`src/rtl/regfile_pkg.sv`:
```
// Shared constants and types for the integer register file (package proc_pkg).
package proc_pkg;
  localparam int WIDTH    = 32;
  localparam int ADDR_W   = 5;
  localparam int NUM_REGS = 1 << ADDR_W;

  typedef logic [ADDR_W-1:0] reg_idx_t;
  typedef logic [WIDTH-1:0]  word_t;

  localparam reg_idx_t ZERO_REG = '0;

  // One bit of the write decode; a low enable forces 0 even when idx is unknown.
  function automatic logic wr_hit(input logic en, input reg_idx_t wr_idx, input reg_idx_t idx);
    wr_hit = en && (wr_idx == idx);
  endfunction
endpackage

```
`src/rtl/regfile_if.sv`:
```
// Write and read-port bundle of the register file; master drives indices/data, slave returns reads.
interface regfile_if;
  import proc_pkg::*;

  logic     ctrl_writeEnable;
  reg_idx_t ctrl_writeReg;
  word_t    data_writeReg;
  reg_idx_t ctrl_readRegA;
  reg_idx_t ctrl_readRegB;
  word_t    data_readRegA;
  word_t    data_readRegB;

  modport master (
    output ctrl_writeEnable, ctrl_writeReg, data_writeReg, ctrl_readRegA, ctrl_readRegB,
    input  data_readRegA, data_readRegB
  );

  modport slave (
    input  ctrl_writeEnable, ctrl_writeReg, data_writeReg, ctrl_readRegA, ctrl_readRegB,
    output data_readRegA, data_readRegB
  );
endinterface

```
`src/rtl/regfile_register_32.sv`:
```
// One architectural register: async active-high clear, load on enable.
module register_32
  import proc_pkg::*;
(
  input  logic  clock,
  input  logic  reset,
  input  logic  i_en,
  input  word_t i_d,
  output word_t o_q
);
  word_t r_q;

  always_ff @(posedge clock or posedge reset) begin
    if (reset)     r_q <= '0;
    else if (i_en) r_q <= i_d;
  end

  assign o_q = r_q;
endmodule

```
`src/rtl/regfile.sv`:
```
// 32 x WIDTH register file: one synchronous write port, two combinational read ports, r0 reads 0.
// Optional write-first forwarding to the read ports when REGFILE_BYPASS_EN is defined.
module regfile
  import proc_pkg::*;
(
  input logic       clock,
  input logic       reset,
  regfile_if.slave  bus
);
  word_t w_regs [NUM_REGS];

  // r0 has no storage; only indices 1..31 get a register and a decode bit.
  assign w_regs[0] = '0;

  for (genvar g = 1; g < NUM_REGS; g++) begin : g_reg
    logic w_we;
    assign w_we = wr_hit(bus.ctrl_writeEnable, bus.ctrl_writeReg, reg_idx_t'(g));

    register_32 u_reg (
      .clock (clock),
      .reset (reset),
      .i_en  (w_we),
      .i_d   (bus.data_writeReg),
      .o_q   (w_regs[g])
    );
  end

`ifdef REGFILE_BYPASS_EN
  logic w_fwd_ok, w_fwd_a, w_fwd_b;

  // Forwarding is held off during reset so the ports keep reading the cleared state.
  assign w_fwd_ok = !reset && bus.ctrl_writeEnable && (bus.ctrl_writeReg != ZERO_REG);
  assign w_fwd_a  = w_fwd_ok && (bus.ctrl_readRegA == bus.ctrl_writeReg);
  assign w_fwd_b  = w_fwd_ok && (bus.ctrl_readRegB == bus.ctrl_writeReg);

  assign bus.data_readRegA = w_fwd_a ? bus.data_writeReg : w_regs[bus.ctrl_readRegA];
  assign bus.data_readRegB = w_fwd_b ? bus.data_writeReg : w_regs[bus.ctrl_readRegB];
`else
  assign bus.data_readRegA = w_regs[bus.ctrl_readRegA];
  assign bus.data_readRegB = w_regs[bus.ctrl_readRegB];
`endif
endmodule

```
`src/flat_wrapper.sv`:
```
// flat-port wrapper written by rule: the top's interface ports become plain ports
module regfile_flat import proc_pkg::*;
  (clock, reset, bus_ctrl_writeEnable, bus_ctrl_writeReg, bus_data_writeReg, bus_ctrl_readRegA, bus_ctrl_readRegB, bus_data_readRegA, bus_data_readRegB);
  regfile_if bus_i ();
  input logic clock;
  input logic reset;
  input wire logic [$bits(bus_i.ctrl_writeEnable)-1:0] bus_ctrl_writeEnable;
  input wire logic [$bits(bus_i.ctrl_writeReg)-1:0] bus_ctrl_writeReg;
  input wire logic [$bits(bus_i.data_writeReg)-1:0] bus_data_writeReg;
  input wire logic [$bits(bus_i.ctrl_readRegA)-1:0] bus_ctrl_readRegA;
  input wire logic [$bits(bus_i.ctrl_readRegB)-1:0] bus_ctrl_readRegB;
  output wire logic [$bits(bus_i.data_readRegA)-1:0] bus_data_readRegA;
  output wire logic [$bits(bus_i.data_readRegB)-1:0] bus_data_readRegB;
  assign bus_i.ctrl_writeEnable = bus_ctrl_writeEnable;
  assign bus_i.ctrl_writeReg = bus_ctrl_writeReg;
  assign bus_i.data_writeReg = bus_data_writeReg;
  assign bus_i.ctrl_readRegA = bus_ctrl_readRegA;
  assign bus_i.ctrl_readRegB = bus_ctrl_readRegB;
  assign bus_data_readRegA = bus_i.data_readRegA;
  assign bus_data_readRegB = bus_i.data_readRegB;
  regfile u_core (.clock(clock), .reset(reset), .bus(bus_i));
endmodule
```
`config.mk`:
```
export PLATFORM = sky130hd
export DESIGN_NAME = regfile_flat
export DESIGN_NICKNAME = d
export VERILOG_FILES = /design/src/rtl/regfile_pkg.sv /design/src/rtl/regfile_if.sv /design/src/rtl/regfile_register_32.sv /design/src/rtl/regfile.sv /design/src/flat_wrapper.sv
export SDC_FILE = /design/constraint.sdc
export NUM_CORES = 2
export LEC_CHECK = 0
export BUFFER_PORTS_ARGS = -buffer_cell sky130_fd_sc_hd__buf_2
export CORE_ASPECT_RATIO = 0.8
export CORE_MARGIN = 5
export CORE_UTILIZATION = 45
export DETAILED_ROUTE_END_ITERATION = 6
export PLACE_DENSITY = 0.67
export SLEW_MARGIN = 20
export SYNTH_ARGS = -nofsm -noshare
export SYNTH_HDL_FRONTEND = slang
export SYNTH_HIERARCHICAL = 1
export SYNTH_SLANG_ARGS = --single-unit
export TNS_END_PERCENT = 5
```
`constraint.sdc`:
```
create_clock -name clock -period 2.2 [get_ports clock]
set_input_delay 0.33 -clock clock [delete_from_list [all_inputs] [get_ports clock]]
set_output_delay 0.33 -clock clock [all_outputs]
set_load 0.01 [all_outputs]
```
==> results.py <==
metrics = {
    "status": {
        "status": "finished, violations left",
        "violations": "negative setup slack",
    },
    "synthesis": {
        "ys_async_sr_fraction": 1.000,
        "ys.flop_type": "dfrtp_1",
        "ys_seq_elements": 992,
        "synth_area_um2": 58160,
        "syn_area_per_cell_um2": 16.15,
        "synth_edf_count": 0,
        "syn_inst": 3601,
        "seq_area_frac_synth": 0.4268,
        "yosys.area.top_type": "dfrtp_1",
        "yosys-top-cells-area": "dfrtp_1, mux2_4, mux4_2",
        "ys_types": 29,
        "netlist.area_leader.share": 0.4268,
        "yosysWarnings": 6,
        "synth_most_common_cell": "dfrtp_1",
        "synth_fp_nets": 3651,
        "synth_common_cells": "dfrtp_1, mux2_4, mux4_2, a22o_1, mux2i_1",
    },
    "worst_setup_path": {
        "startpoint_type": "flop",
        "slowest_delay_ns": 0.47,
        "cp.depth": 7,
        "worstPathRequired_ns": 1.87,
        "path_class": "flop to output pin",
        "path_cells": "mux4_2 > a22o_1 > o21ai_1 > buf_4 > o31ai_2 > buf_4 > buf_2",
        "crit_fanout": 3,
        "r2r-end": "u_core/g_reg[27].u_reg/o_q[8]",
        "cp.arrival_ns": 2.47,
        "worst_path_max_delay_cell": "mux4_2",
        "timing.critical_path.from": "u_core/g_reg[29].u_reg/o_q[18]",
        "r2r_start": "u_core/g_reg[27].u_reg/o_q[8]",
        "path_buf_inv": 3,
        "r2r_slack_ns": 1.27,
        "crit_path_frequent_cell": "buf_4",
        "crit_path_end": "bus_data_readRegB[18]",
        "critPathTopFamily": "multiplexers",
        "rr_worst_depth": 2,
        "endpoint_kind": "output pin",
    },
    "min_path": {
        "hold_depth": 2,
        "hp-class": "input port to flop",
    },
    "timing": {
        "slew_viol_final": 0,
        "finalHoldViolCount": 0,
        "period_share": 1.271,
        "fin_skew_ns": 0,
        "slew_headroom": 0.3029,
        "max_freq_ghz": 0.3576,
        "tightest_slew_ns": 1.046,
        "fin_crit_ns": 2.797,
        "layout_setup_ws_ns": -0.5966,
        "setup_viol": 64,
        "rsz0062_at_grt": "yes",
        "tns_ns": -31.58,
    },
    "routing": {
        "ant_nets": 0,
        "drtIter0Drc": 4223,
        "firstDrtPassIters": 6,
        "drc": 0,
        "routed_wl_um": 189200,
        "viasPerCell": 6.431,
        "post_drt_wl_per_cell_um": 32.54,
        "vias": 37388,
    },
    "cells_and_area": {
        "largest_reg_flops": 992,
        "num-fill-cells": 10340,
        "seqCellArea_um2": 24820,
        "layout-drive-gt1-share": 0.5887,
        "syn2layout_area_growth_pct": 16.39,
        "final_area_um2": 67690,
        "multi_input_area_um2": 30870,
        "fin_nets": 4044,
    },
    "power": {
        "combPwrFrac": 0.266,
        "p_sw_uw": 16360,
        "p_leak_uw": 0.02985,
        "swShare": 0.2864,
        "pwr-share-clk": 0.296,
        "power.density_nw_per_um2": 843.8,
        "seqPwrFrac": 0.438,
        "ir_drop_v": 0.0006761,
        "p_int_uw": 40760,
    },
    "floorplanning": {
        "dieHeight_um": 331.6,
        "dieArea_um2": 136600,
        "io_pins": 114,
        "core_area_um2": 128900,
        "initial_core_util": 0.4512,
        "die_x_um": 411.9,
        "placementRows": 118,
    },
    "global_route": {
        "antenna_found_initial": 12,
        "grt_pass1_vias": 38502,
        "grt_max_degree": 37,
        "grt_pass1_wl_um": 278200,
        "grt_overflow": 0,
        "track_usage": 0.2727,
    },
    "placement": {
        "dp_hpwl_um": 126900,
        "placed_area_um2": 63680,
        "gp_congestion": 0.8827,
        "io_buffer_count": 113,
        "dp_worst_setup_slack_ns": -0.7435,
    },
    "clock_tree": {
        "cts_tree": "yes",
        "root_buffer": "clkbuf_16",
        "clk_latency_ns": 0.69,
        "cts_num_sinks": 992,
        "clockBufferDepth": 3,
        "numCtsBuffers": 96,
        "htreeDepth": 3,
        "cts.clk_slew.worst_paths_ns": 0.06,
    },
    "flow_run": {
        "cap_violations": 0,
    },
}
[placed cells by master (no fill, tap or decap), types with 5 or more instances in the layout]
master | netlist | routed
dfrtp_1 | 992 | 992
mux2_4 | 930 | 930
mux4_2 | 384 | 384
buf_4 | 24 | 350
a22o_1 | 192 | 192
mux2i_1 | 160 | 159
buf_12 | 93 | 148
mux2_2 | 126 | 126
buf_2 | 47 | 101
clkbuf_16 | 0 | 100
nand2_1 | 69 | 68
o22ai_1 | 64 | 64
a211oi_1 | 64 | 60
o21ai_2 | 0 | 35
inv_2 | 1 | 32
and3_1 | 32 | 32
o31ai_2 | 0 | 32
and2_1 | 34 | 32
o21ai_1 | 64 | 28
nor2_4 | 0 | 26
buf_6 | 46 | 25
o31ai_4 | 0 | 23
clkbuf_1 | 120 | 22
clkinv_2 | 0 | 22
clkbuf_8 | 0 | 20
o31ai_1 | 64 | 9
nor3_2 | 0 | 7
nor2b_4 | 0 | 6
nand2b_1 | 7 | 5
[cell type report]
| class | count | share of cell area |
|---|---|---|
| sequential | 992 | 0.3667 |
| timing repair buffer | 633 | 0.09687 |
| inverter | 33 | 0.001830 |
| tap | 1740 | 0.03216 |
| multi-input combinational | 2238 | 0.4561 |
| clock inverter | 32 | 0.003955 |
| antenna | 4 | 0.0001479 |
| clock buffer | 142 | 0.04225 |
[power groups by stage]
stage,clock [µW],sequential (µW),combinational [µW]
4_1_cts,17100,24800,15000
6_report,16900,25000,15200
5_1_grt,17900,25400,15900
3_5_place_dp,0,25100,14600
2_1_floorplan,0,23900,10700
3_3_place_gp,0,25000,14200
[logic make-up (layout without fill, tap and decap cells)]
logic type,Yosys count,after routing,synth area share
DFF,992,992,0.4268
and+or+nand+nor,190,190,0.01618
muxes,1600,1600,0.4407
buffers and inverters,371,840,0.05845
other,0,4,0
AOI/OAI and AO/OA,448,448,0.05783
[worst min-delay path by stage]
stage	from	end
detailed placement	u_core/g_reg[22].u_reg/o_q[2]	u_core/g_reg[22].u_reg/o_q[2]
CTS	bus_data_writeReg[4]	u_core/g_reg[3].u_reg/o_q[4]
global route	bus_data_writeReg[11]	u_core/g_reg[19].u_reg/o_q[11]
global placement	u_core/g_reg[22].u_reg/o_q[12]	u_core/g_reg[22].u_reg/o_q[12]
finish	bus_data_writeReg[11]	u_core/g_reg[17].u_reg/o_q[11]
floorplan	reset	u_core/g_reg[10].u_reg/o_q[0]
[what timing repair did]
item	CTS	global route
resized for setup	125	26
buffers inserted	5	11
endpoints found under the hold margin	3	0
pin swaps	79	39
endpoints found under the setup margin	64	64
hold buffers	1	0
[routing by layer]
layer / vias to the layer above / share of wire / track usage
met4: 10 / 0.039 / 0.09560
met1: 20063 / 0.43 / 0.3992
met5: - / 0.00032 / 0.001056
met3: 375 / 0.095 / 0.06906
li1: 14737 / - / -
met2: 2203 / 0.44 / 0.3945
[through the flow]
stage	util	power, µW	hold slack, ns	std cells
2_1_floorplan	-	34580	0.4462	3601
3_5_place_dp	0.4941	39620	0.5089	5624
5_1_grt	0.5251	59130	0.3208	5810
4_1_cts	0.5235	56880	0.2878	5801
6_report	0.5252	57120	0.3298	5814
3_3_place_gp	0.4941	39210	0.5010	5624
(Power assumes the default switching activity.)
